<file path="config.mk">
export PLATFORM = sky130hd
export DESIGN_NAME = msm_accumulator
export DESIGN_NICKNAME = d
export VERILOG_FILES = /design/src/rtl/elliptic_curve_structs.sv /design/src/rtl/msm_accumulator_pkg.sv /design/src/rtl/point_add.sv /design/src/rtl/point_fifo.sv /design/src/rtl/msm_accumulator.sv
export SDC_FILE = /design/constraint.sdc
export NUM_CORES = 2
export LEC_CHECK = 0
export ABC_CLOCK_PERIOD_IN_PS = 54000
export CELL_PAD_IN_SITES_DETAIL_PLACEMENT = 1
export CELL_PAD_IN_SITES_GLOBAL_PLACEMENT = 1
export CORE_MARGIN = 3
export CORE_UTILIZATION = 25
export DETAILED_ROUTE_END_ITERATION = 10
export PLACE_DENSITY = 0.43
export SETUP_SLACK_MARGIN = 0.2
export SLEW_MARGIN = 30
export SYNTH_ARGS = -nofsm -noshare
export SYNTH_HDL_FRONTEND = slang
export SYNTH_HIERARCHICAL = 1
export SYNTH_SLANG_ARGS = --single-unit
</file>
<file path="constraint.sdc">
create_clock -name clk -period 54 [get_ports clk]
set_input_delay 5.4 -clock clk [delete_from_list [all_inputs] [get_ports clk]]
set_output_delay 5.4 -clock clk [all_outputs]
set_load 0.01 [all_outputs]
</file>
<file path="src/rtl/elliptic_curve_structs.sv">
// Shared curve definitions: a short Weierstrass curve y^2 = x^3 + A*x + B
// over the prime field GF(CURVE_P), the affine point type, the point at
// infinity, the generator, and field arithmetic helpers on reduced elements.
package elliptic_curve_structs;

    localparam int unsigned FW = 8;
    typedef logic [FW-1:0] fe_t;

    localparam fe_t CURVE_P = 8'd97;
    localparam fe_t CURVE_A = 8'd2;
    localparam fe_t CURVE_B = 8'd3;

    typedef struct packed {
        logic inf;
        fe_t  x;
        fe_t  y;
    } curve_point_t;

    localparam curve_point_t inf_point = '{inf: 1'b1, x: '0, y: '0};
    localparam curve_point_t G_POINT   = '{inf: 1'b0, x: 8'd3, y: 8'd6};

    // Operands are assumed already reduced (< CURVE_P).
    function automatic fe_t fe_add(input fe_t a, input fe_t b);
        logic [FW:0] s;
        s = {1'b0, a} + {1'b0, b};
        if (s >= {1'b0, CURVE_P})
            s = s - {1'b0, CURVE_P};
        return s[FW-1:0];
    endfunction

    function automatic fe_t fe_neg(input fe_t a);
        return (a == '0) ? '0 : CURVE_P - a;
    endfunction

    function automatic fe_t fe_sub(input fe_t a, input fe_t b);
        return fe_add(a, fe_neg(b));
    endfunction

    function automatic fe_t fe_mul(input fe_t a, input fe_t b);
        logic [2*FW-1:0] prod;
        prod = {{FW{1'b0}}, a} * {{FW{1'b0}}, b};
        return fe_t'(prod % {{FW{1'b0}}, CURVE_P});
    endfunction

endpackage

</file>
<file path="src/rtl/msm_accumulator_pkg.sv">
// Local definitions for msm_accumulator: the accumulator FSM state type.
package msm_accumulator_pkg;

    typedef enum logic [2:0] {
        ST_IDLE     = 3'd0,
        ST_POP      = 3'd1,
        ST_ADD_GO   = 3'd2,
        ST_ADD_WAIT = 3'd3,
        ST_FIN      = 3'd4
    } msm_state_t;

endpackage

</file>
<file path="src/rtl/point_add.sv">
// Affine elliptic-curve point adder with variable latency.
// Ports:
//   clk   - clock
//   reset - active-high synchronous start; operands sampled from the next cycle
//   P, Q  - operand points, held stable until Done
//   R     - sum P + Q, valid while Done is high
//   Done  - result valid; held until the next reset
// The slope denominator is inverted by Fermat exponentiation (d^(p-2)),
// one square-and-multiply step per cycle. Trivial cases (infinity operand,
// P == -Q) finish in a single cycle.
module point_add
    import elliptic_curve_structs::*;
(
    input  logic         clk,
    input  logic         reset,
    input  curve_point_t P,
    input  curve_point_t Q,
    output curve_point_t R,
    output logic         Done
);

    typedef enum logic [1:0] {A_CHK, A_INV, A_FIN, A_IDLE} add_state_t;

    add_state_t   st, st_n;
    fe_t          num, num_n;
    fe_t          base, base_n;
    fe_t          inv, inv_n;
    fe_t          e, e_n;
    curve_point_t r_n;
    logic         done_n;
    logic         same_x;
    fe_t          lam, x3, y3;

    always_ff @(posedge clk) begin
        if (reset) begin
            st   <= A_CHK;
            Done <= 1'b0;
        end else begin
            st   <= st_n;
            num  <= num_n;
            base <= base_n;
            inv  <= inv_n;
            e    <= e_n;
            R    <= r_n;
            Done <= done_n;
        end
    end

    always_comb begin
        st_n   = st;
        num_n  = num;
        base_n = base;
        inv_n  = inv;
        e_n    = e;
        r_n    = R;
        done_n = Done;
        lam    = '0;
        x3     = '0;
        y3     = '0;
        same_x = (P.x == Q.x);

        case (st)
            A_CHK: begin
                if (P.inf) begin
                    r_n    = Q;
                    done_n = 1'b1;
                    st_n   = A_IDLE;
                end else if (Q.inf) begin
                    r_n    = P;
                    done_n = 1'b1;
                    st_n   = A_IDLE;
                end else if (same_x && ((P.y != Q.y) || (P.y == '0))) begin
                    // Same x on the curve means Q == -P (or a 2-torsion doubling).
                    r_n    = inf_point;
                    done_n = 1'b1;
                    st_n   = A_IDLE;
                end else begin
                    if (same_x) begin
                        num_n  = fe_add(fe_mul(fe_t'(3), fe_mul(P.x, P.x)), CURVE_A);
                        base_n = fe_add(P.y, P.y);
                    end else begin
                        num_n  = fe_sub(Q.y, P.y);
                        base_n = fe_sub(Q.x, P.x);
                    end
                    inv_n = fe_t'(1);
                    e_n   = CURVE_P - fe_t'(2);
                    st_n  = A_INV;
                end
            end
            A_INV: begin
                if (e == '0) begin
                    st_n = A_FIN;
                end else begin
                    if (e[0])
                        inv_n = fe_mul(inv, base);
                    base_n = fe_mul(base, base);
                    e_n    = e >> 1;
                end
            end
            A_FIN: begin
                lam    = fe_mul(num, inv);
                x3     = fe_sub(fe_sub(fe_mul(lam, lam), P.x), Q.x);
                y3     = fe_sub(fe_mul(lam, fe_sub(P.x, x3)), P.y);
                r_n    = '{inf: 1'b0, x: x3, y: y3};
                done_n = 1'b1;
                st_n   = A_IDLE;
            end
            default: ;
        endcase
    end

endmodule

</file>
<file path="src/rtl/point_fifo.sv">
// Small synchronous FIFO of curve points (first-word fall-through head).
// Ports:
//   clk, Reset_n - clock, asynchronous active-low reset (discards contents)
//   push, din    - write din when push && !full
//   pop          - advance head when pop && !empty
//   dout         - current head element
//   full, empty  - occupancy flags
module point_fifo
    import elliptic_curve_structs::*;
#(
    parameter int unsigned DEPTH  = 4,
    parameter type         elem_t = curve_point_t
) (
    input  logic  clk,
    input  logic  Reset_n,
    input  logic  push,
    input  elem_t din,
    input  logic  pop,
    output elem_t dout,
    output logic  full,
    output logic  empty
);

    localparam int unsigned AW = $clog2(DEPTH);

    // One extra pointer bit distinguishes full from empty.
    logic [AW:0] wr_ptr, rd_ptr;
    elem_t       mem [DEPTH];

    assign empty = (wr_ptr == rd_ptr);
    assign full  = (wr_ptr[AW] != rd_ptr[AW]) && (wr_ptr[AW-1:0] == rd_ptr[AW-1:0]);
    assign dout  = mem[rd_ptr[AW-1:0]];

    always_ff @(posedge clk or negedge Reset_n) begin
        if (!Reset_n) begin
            wr_ptr <= '0;
            rd_ptr <= '0;
        end else begin
            if (push && !full)
                wr_ptr <= wr_ptr + (AW+1)'(1);
            if (pop && !empty)
                rd_ptr <= rd_ptr + (AW+1)'(1);
        end
    end

    always_ff @(posedge clk) begin
        if (push && !full)
            mem[wr_ptr[AW-1:0]] <= din;
    end

endmodule

</file>
<file path="src/rtl/msm_accumulator.sv">
// Multi-scalar-multiplication accumulator: sums a programmed number of
// curve points received over a valid/ready stream using one shared adder.
// Ports:
//   clk, Reset_n       - clock, asynchronous active-low reset
//   start, count       - begin a job summing `count` points (ignored while busy)
//   in_valid, in_ready - input handshake for in_point
//   in_point           - term k_i*P_i from the scalar multiplier
//   busy               - accumulation in progress
//   done, result       - final sum, held until the next start or reset
module msm_accumulator
    import elliptic_curve_structs::*;
    import msm_accumulator_pkg::*;
#(
    parameter int unsigned DEPTH = 4,
    parameter int unsigned CNT_W = 16
) (
    input  logic             clk,
    input  logic             Reset_n,
    input  logic             start,
    input  logic [CNT_W-1:0] count,
    input  logic             in_valid,
    output logic             in_ready,
    input  curve_point_t     in_point,
    output logic             busy,
    output logic             done,
    output curve_point_t     result
);

    msm_state_t       state, state_n;
    logic [CNT_W-1:0] cnt_q, accepted, summed, summed_inc;
    curve_point_t     acc, q_pt, result_q, fifo_head, add_r;
    logic             done_q;
    logic             fifo_full, fifo_empty, fifo_pop, push;
    logic             add_rst, add_done;
    logic             begin_job, load_first, latch_q, take_sum, finish;

    assign busy       = (state != ST_IDLE);
    assign in_ready   = busy && !fifo_full && (accepted < cnt_q);
    assign push       = in_valid && in_ready;
    assign done       = done_q;
    assign result     = result_q;
    assign summed_inc = summed + CNT_W'(1);

    point_fifo #(
        .DEPTH  (DEPTH),
        .elem_t (curve_point_t)
    ) u_fifo (
        .clk     (clk),
        .Reset_n (Reset_n),
        .push    (push),
        .din     (in_point),
        .pop     (fifo_pop),
        .dout    (fifo_head),
        .full    (fifo_full),
        .empty   (fifo_empty)
    );

    point_add u_add (
        .clk   (clk),
        .reset (add_rst),
        .P     (acc),
        .Q     (q_pt),
        .R     (add_r),
        .Done  (add_done)
    );

    always_comb begin
        state_n    = state;
        fifo_pop   = 1'b0;
        add_rst    = 1'b0;
        begin_job  = 1'b0;
        load_first = 1'b0;
        latch_q    = 1'b0;
        take_sum   = 1'b0;
        finish     = 1'b0;

        case (state)
            ST_IDLE: begin
                if (start) begin
                    begin_job = 1'b1;
                    state_n   = (count == '0) ? ST_FIN : ST_POP;
                end
            end
            ST_POP: begin
                if (summed == cnt_q) begin
                    state_n = ST_FIN;
                end else if (!fifo_empty) begin
                    fifo_pop = 1'b1;
                    if (summed == '0) begin
                        // First term seeds the accumulator without an adder call.
                        load_first = 1'b1;
                        state_n    = (cnt_q == CNT_W'(1)) ? ST_FIN : ST_POP;
                    end else begin
                        latch_q = 1'b1;
                        state_n = ST_ADD_GO;
                    end
                end
            end
            ST_ADD_GO: begin
                add_rst = 1'b1;
                state_n = ST_ADD_WAIT;
            end
            ST_ADD_WAIT: begin
                if (add_done) begin
                    take_sum = 1'b1;
                    state_n  = (summed_inc == cnt_q) ? ST_FIN : ST_POP;
                end
            end
            ST_FIN: begin
                finish  = 1'b1;
                state_n = ST_IDLE;
            end
            default: state_n = ST_IDLE;
        endcase
    end

    always_ff @(posedge clk or negedge Reset_n) begin
        if (!Reset_n) begin
            state    <= ST_IDLE;
            cnt_q    <= '0;
            accepted <= '0;
            summed   <= '0;
            acc      <= inf_point;
            q_pt     <= inf_point;
            done_q   <= 1'b0;
            result_q <= inf_point;
        end else begin
            state <= state_n;
            if (begin_job) begin
                cnt_q    <= count;
                accepted <= '0;
                summed   <= '0;
                acc      <= inf_point;
                done_q   <= 1'b0;
            end
            if (push)
                accepted <= accepted + CNT_W'(1);
            if (load_first) begin
                acc    <= fifo_head;
                summed <= summed_inc;
            end
            if (latch_q)
                q_pt <= fifo_head;
            if (take_sum) begin
                acc    <= add_r;
                summed <= summed_inc;
            end
            if (finish) begin
                result_q <= acc;
                done_q   <= 1'b1;
            end
        end
    end

endmodule

</file>
Word-level counts from Yosys, hierarchy flattened
Memories as Yosys holds them, arrays and structs flattened.
Cells that the tools add are included.
{"block": "totals", "n_memories": 1, "output_inout_bits": 20, "latchBits": 0, "ramBits": 68, "wordCells": 217, "rom_bits": 0, "ff_bits": 161}
{"block": "op_classes", "n_lt_le_gt_ge": 9, "multipliers": 7, "add_sub_neg": 24, "n_eq_ne": 24, "n_reduce_logical": 33, "bitwise": 4, "n_div": 7, "n_shift": 0, "muxes": 83}
{"name": "u_fifo.mem", "depth": 4, "width": 17, "read_ports": 1, "rd_ports_with_merged_regs": 0, "wr": 1, "line": "point_fifo.sv:28", "text": "elem_t mem [DEPTH];"}
{"cell": "$mux W8", "n": 30}
{"cell": "$mux W17", "n": 6}
{"cell": "$mod A16 B7 Y16 const B", "n": 6}
{"cell": "$mul A8 B8 Y16", "n": 6}
{"cell": "$ge A9 B7 Y1 const B", "n": 8}
{"cell": "$mux W16", "n": 4}
{"cell": "$sub A8 B7 Y8 const B", "n": 8}
{"cell": "$add A8 B8 Y9", "n": 7}
{"cell": "$pmux W8 S2", "n": 3}
{"cell": "$logic_not A8 Y1", "n": 5}
{"cell": "$pmux W17 S2", "n": 1}
{"cell": "$add A16 B1 Y16 const B", "n": 2}
{"cell": "$eq A16 B16 Y1", "n": 2}
{"cell": "$logic_not A16 Y1", "n": 2}
{"cell": "$sub A7 B8 Y8 const A", "n": 4}
{"cell": "$mux W1", "n": 24}
{"cell": "$mux W3", "n": 8}
{"cell": "$eq A16 B1 Y1 const B", "n": 1}
{"cell": "$lt A16 B16 Y1", "n": 1}
{"cell": "$mod A10 B7 Y16 const B", "n": 1}
{"cell": "$pmux W3 S4", "n": 1}
{"cell": "$mul A2 B8 Y10 const A", "n": 1}
{"cell": "$ne A2 B2 Y1 const B", "n": 5}
{"cell": "$add A8 B2 Y9 const B", "n": 1}
{"cell": "other kinds (30)", "n": 54}

Longest topological paths before layout
{"block": "logic_depth", "depth_word": 24, "mapped_depth": 237, "depth_no_buf": 222}

Hierarchy
The synthesis kept the hierarchy.
{"module": "point_add", "instances": 1, "cells_per_inst": 4222, "area_each_um2": 31326.3}
{"module": "msm_accumulator", "instances": 1, "cells_per_inst": 608, "area_each_um2": 5783.0}
{"module": "point_fifo", "instances": 1, "cells_per_inst": 137, "area_each_um2": 2971.6}

Worst setup path after synthesis
Ideal clock, no wire load.
{"block": "synth_path", "path_type": "reg-to-reg", "startpoint": "reg u_add.inv[7]", "endpoint": "reg u_add/R[4] in the netlist's numbering, data pin", "stages_incl_launch_ff": 218, "slack_ps": 4605, "required_ps": 53730, "setup_ps": 270, "arrival_ps": 49126, "n_path_buf": 10, "period_less_slack_ps": 49395, "cell_sequence": "edfxtp_1 -> clkbuf_1 -> and2_1 -> fa_1 -> fa_1 -> fa_1 -> inv_1 -> fa_1 -> inv_1 -> ha_1 -> buf_2 -> a21oi_1 -> o211ai_1 -> a41o_1 -> xor2_1 -> or3_4 -> a21o_1 -> a31oi_2 -> [... 182 more ...] -> nor3_1 -> o21ai_0 -> xnor2_1 -> ha_1 -> fa_1 -> a21oi_1 -> nor2_1 -> nor2_1 -> o21bai_1 -> a21oi_1 -> xnor2_1 -> nand2_1 -> or2_2 -> nand3_1 -> nand2_1 -> nor3_1 -> xor2_1 -> a21oi_1"}
{"element": "start: declaration", "line": "point_add.sv:27", "text": "fe_t inv, inv_n;"}
{"element": "start signal: assignment", "line": "point_add.sv:42", "text": "inv <= inv_n;"}
{"element": "end signal: assignment", "line": "point_add.sv:44", "text": "R <= r_n;"}
{"element": "end: declaration", "line": "point_add.sv:18", "text": "output curve_point_t R,"}

==> impl_results.md <==
* Outcome: finished, final reports clean
* Worst path slowest cell: fa_1
* DP HPWL at 107,000 um
* Most frequent CP cell: a21oi_1
* Die Wd at 406 um
* Grt ovf at 0
* Routed WL at 133,000 um
* RSZ-0062 raised after global routing: no
* Crit end category: register
* Number of CTS-inserted buffers at 29
* Gr usage total at 0.158
* Kind of critical path: register to register
* CTS tree: done
* Fillers at 18,800
* Final #Nets at 5,577
* DR iter-0 viols at 1,358
* Sequential share of the synthesized area at 0.157
* Avg Cell Area, Syn at 8.07 um2
* CP max stage delay at 0.55 ns
* Initial Utilization at 0.252
* Place WS at -0.240 ns
* Synthesis-to-layout area growth at 12.2%
* Critical path's top delay family: compound AO/OA/AOI/OAI gates
* Worst Path Max Fanout at 15
* DRC Markers at 0
* Antenna Nets Post-Route at 0
* Routability Congestion at 0.805
* Vias at 35,800
* Min Clock Period, post-route at 50.18 ns
* Multi-input combinational cell area at 32,000 um2
* Final hold vios at 0
* Largest net degree at the start of global routing at 57
* Ys async rst share at 0.478
* Core area at 159,000 um2
* Fmax at 0.0199 GHz
* Rows at 146
* Number of synthesized flops with an enable pin at 116
* Root buffer cell: clkbuf_16
* Worst Setup Start Kind: register
* Most common cell in the netlist: inv_1
* I/O Buffers at 56
* Clock Path Buffers at 3
* H-Tree Depth at 1
* Ys flop type: edfxtp_1
* Post-synth top cells: inv_1, nor2_1, nand2_1
* Worst Path Buf+Inv at 21
* Clk pin slew, worst setup/hold paths at 0.06 ns
* Worst Tran Pin Value at 0.924 ns
* Synth cell types at 136
* Share of cells above drive strength 1 at 0.0969
* Skew-Pair Late Insertion Delay at 0.59 ns
* CP arrival at 50.49 ns
* Hold Crit Class: register to register
* I/O pins at 57
* Die area at 165,000 um2
* Req. time, crit path at 54.32 ns
* Post-synthesis cell area at 40,100 um2
* #FFs+latches synth at 228
* Ys Warns at 6
* Min Hold Slack at 0.456 ns
* Clock Sinks at 228
* Vias per cell at 5.03
* Worst Slack Setup Final at 3.82 ns
* Vias in the first global route at 37,400
* Post-synth top area cell: ha_1
* Synth area leaders: ha_1, fa_1, edfxtp_1
* First-pass GRT wire length at 213,000 um
* Clk_skew at 0.0251 ns
* Initial antenna violation count at 11
* FF/Latch Area at 6270 um2
* Fin crit share at 0.929
* Slew Viols, Final at 0
* Die height at 406 um
* WL per Instance at 18.7 um
* Slew margin rel. at 0.384
* MaxCap Viol Count at 0
* Top cell type's share of synthesized area at 0.105
* Setup violators final at 0
* Syn Inst Count at 4,967
* DR pass1 iterations at 5
cell families (layout without fill, tap and decap cells):
group,count (synthesis),in the layout,share of synthesized area
AOI/OAI and AO/OA,1216,1216,0.214
xor gates and xnor gates,462,462,0.103
adders and majority gates,546,546,0.204
buffers and inverters,618,687,0.0611
DFF,228,228,0.157
muxes,141,141,0.0429
other,2,6,0.000187
and+or+nand+nor,1754,1754,0.218
placed cells by master, fill, tap and decap left out, types with 20 or more instances in the layout:
master             n
a21o_1            60
xnor2_1          295
buf_4            121
or3_1             47
a211oi_1          56
a21boi_0          26
nor2_1           437
a31oi_1           48
maj3_1            21
o211ai_1          43
nor4_1            45
fa_1             188
xor2_1           136
a21oi_1          287
o21ai_0          206
nand3_1          133
o22ai_1           20
or2_2             46
inv_1            452
edfxtp_1         116
mux2i_1           58
and3_1            52
o31ai_1           32
nand2b_1          47
nand2_1          422
nor2b_1           47
clkbuf_16         29
o31a_1            20
dfrtp_1          106
ha_1             333
clkdlybuf4s50_1   55
o21ai_1           32
nor3_1           126
and2_1           161
o21bai_1          44
o21a_1            28
mux2_2            62
nand4_1           42
worst paths after layout:
path                                   startpoint                        to  slack [ns]  depth (start not counted)
max                        u_add/num[1]$_DFFE_PP_      u_add/R[4]$_DFFE_PP_        3.82                        216
min                          u_add/R[7]$_DFFE_PP_        acc[7]$_DFFE_PN0P_        0.46                          2
max reg2reg                u_add/num[1]$_DFFE_PP_      u_add/R[4]$_DFFE_PP_        3.82                        216
min reg2reg                  u_add/R[7]$_DFFE_PP_        acc[7]$_DFFE_PN0P_        0.46                          2
max in group asynchronous                 Reset_n      q_pt[11]$_DFFE_PN0P_       47.76                          2
min in group asynchronous                 Reset_n  accepted[10]$_DFFE_PN0P_        4.89                          1
state kept, by name, indices dropped and copies added (netlist names), 2 cells and up:
name	cells
q_pt	17
u_fifo/mem	68
result	17
u_add/R	17
summed	16
u_add/st	2
accepted	16
u_add/inv	8
state	3
u_add/num	8
u_fifo/rd_ptr	3
acc	17
u_fifo/wr_ptr	3
u_add/base	8
cnt_q	16
u_add/e	7
per-layer routing:
layer	up-vias	wire length, um	global-route usage
met4	4	2390	0.0241
li1	17800	-	-
met3	106	2200	0.00966
met5	-	21	0
met2	277	63700	0.276
met1	17600	64500	0.217
metrics by stage:
stage	instance area [um2]	std cells	util	TNS (ns)
after detailed placement	43100	7006	0.272	-0.880
after floorplan	40100	4969	-	0
after global placement	43100	7006	0.272	0
after global routing	45000	7110	0.283	0
final	45000	7112	0.283	0
after CTS	44100	7068	0.278	0
repair_timing:
| action | 4_1_cts | 5_1_grt |
|---|---|---|
| hold buffers | 0 | 0 |
| resized for setup | 6 | 94 |
| setup buffers | 8 | 42 |
| setup endpoints to repair | 8 | 8 |
| pin swaps | 0 | 18 |
final cells by class:
class,instances,area share
Multi-Input combinational cell,4123,0.712
Tap cell,2072,0.0577
Clock inverter,12,0.00231
Timing Repair Buffer,176,0.0324
Sequential cell,228,0.140
Inverter,457,0.0382
Antenna cell,2,0.000111
Clock buffer,42,0.0177
worst register-to-register path: cells and delay by family (launching register included):
kind / cells / cell delay [ns]
AO/OA/AOI/OAI: 91 / 19.00
XOR/XNOR: 22 / 4.02
adder cells (fa/ha/maj): 32 / 11.95
buffers and inverters: 21 / 2.49
flip-flops: 1 / 0.50
multiplexers: 3 / 0.82
AND/OR/NAND/NOR: 47 / 11.08
Power is not shown: default switching activity piles up to over one toggle a cycle in this logic, so the estimate is an artifact.
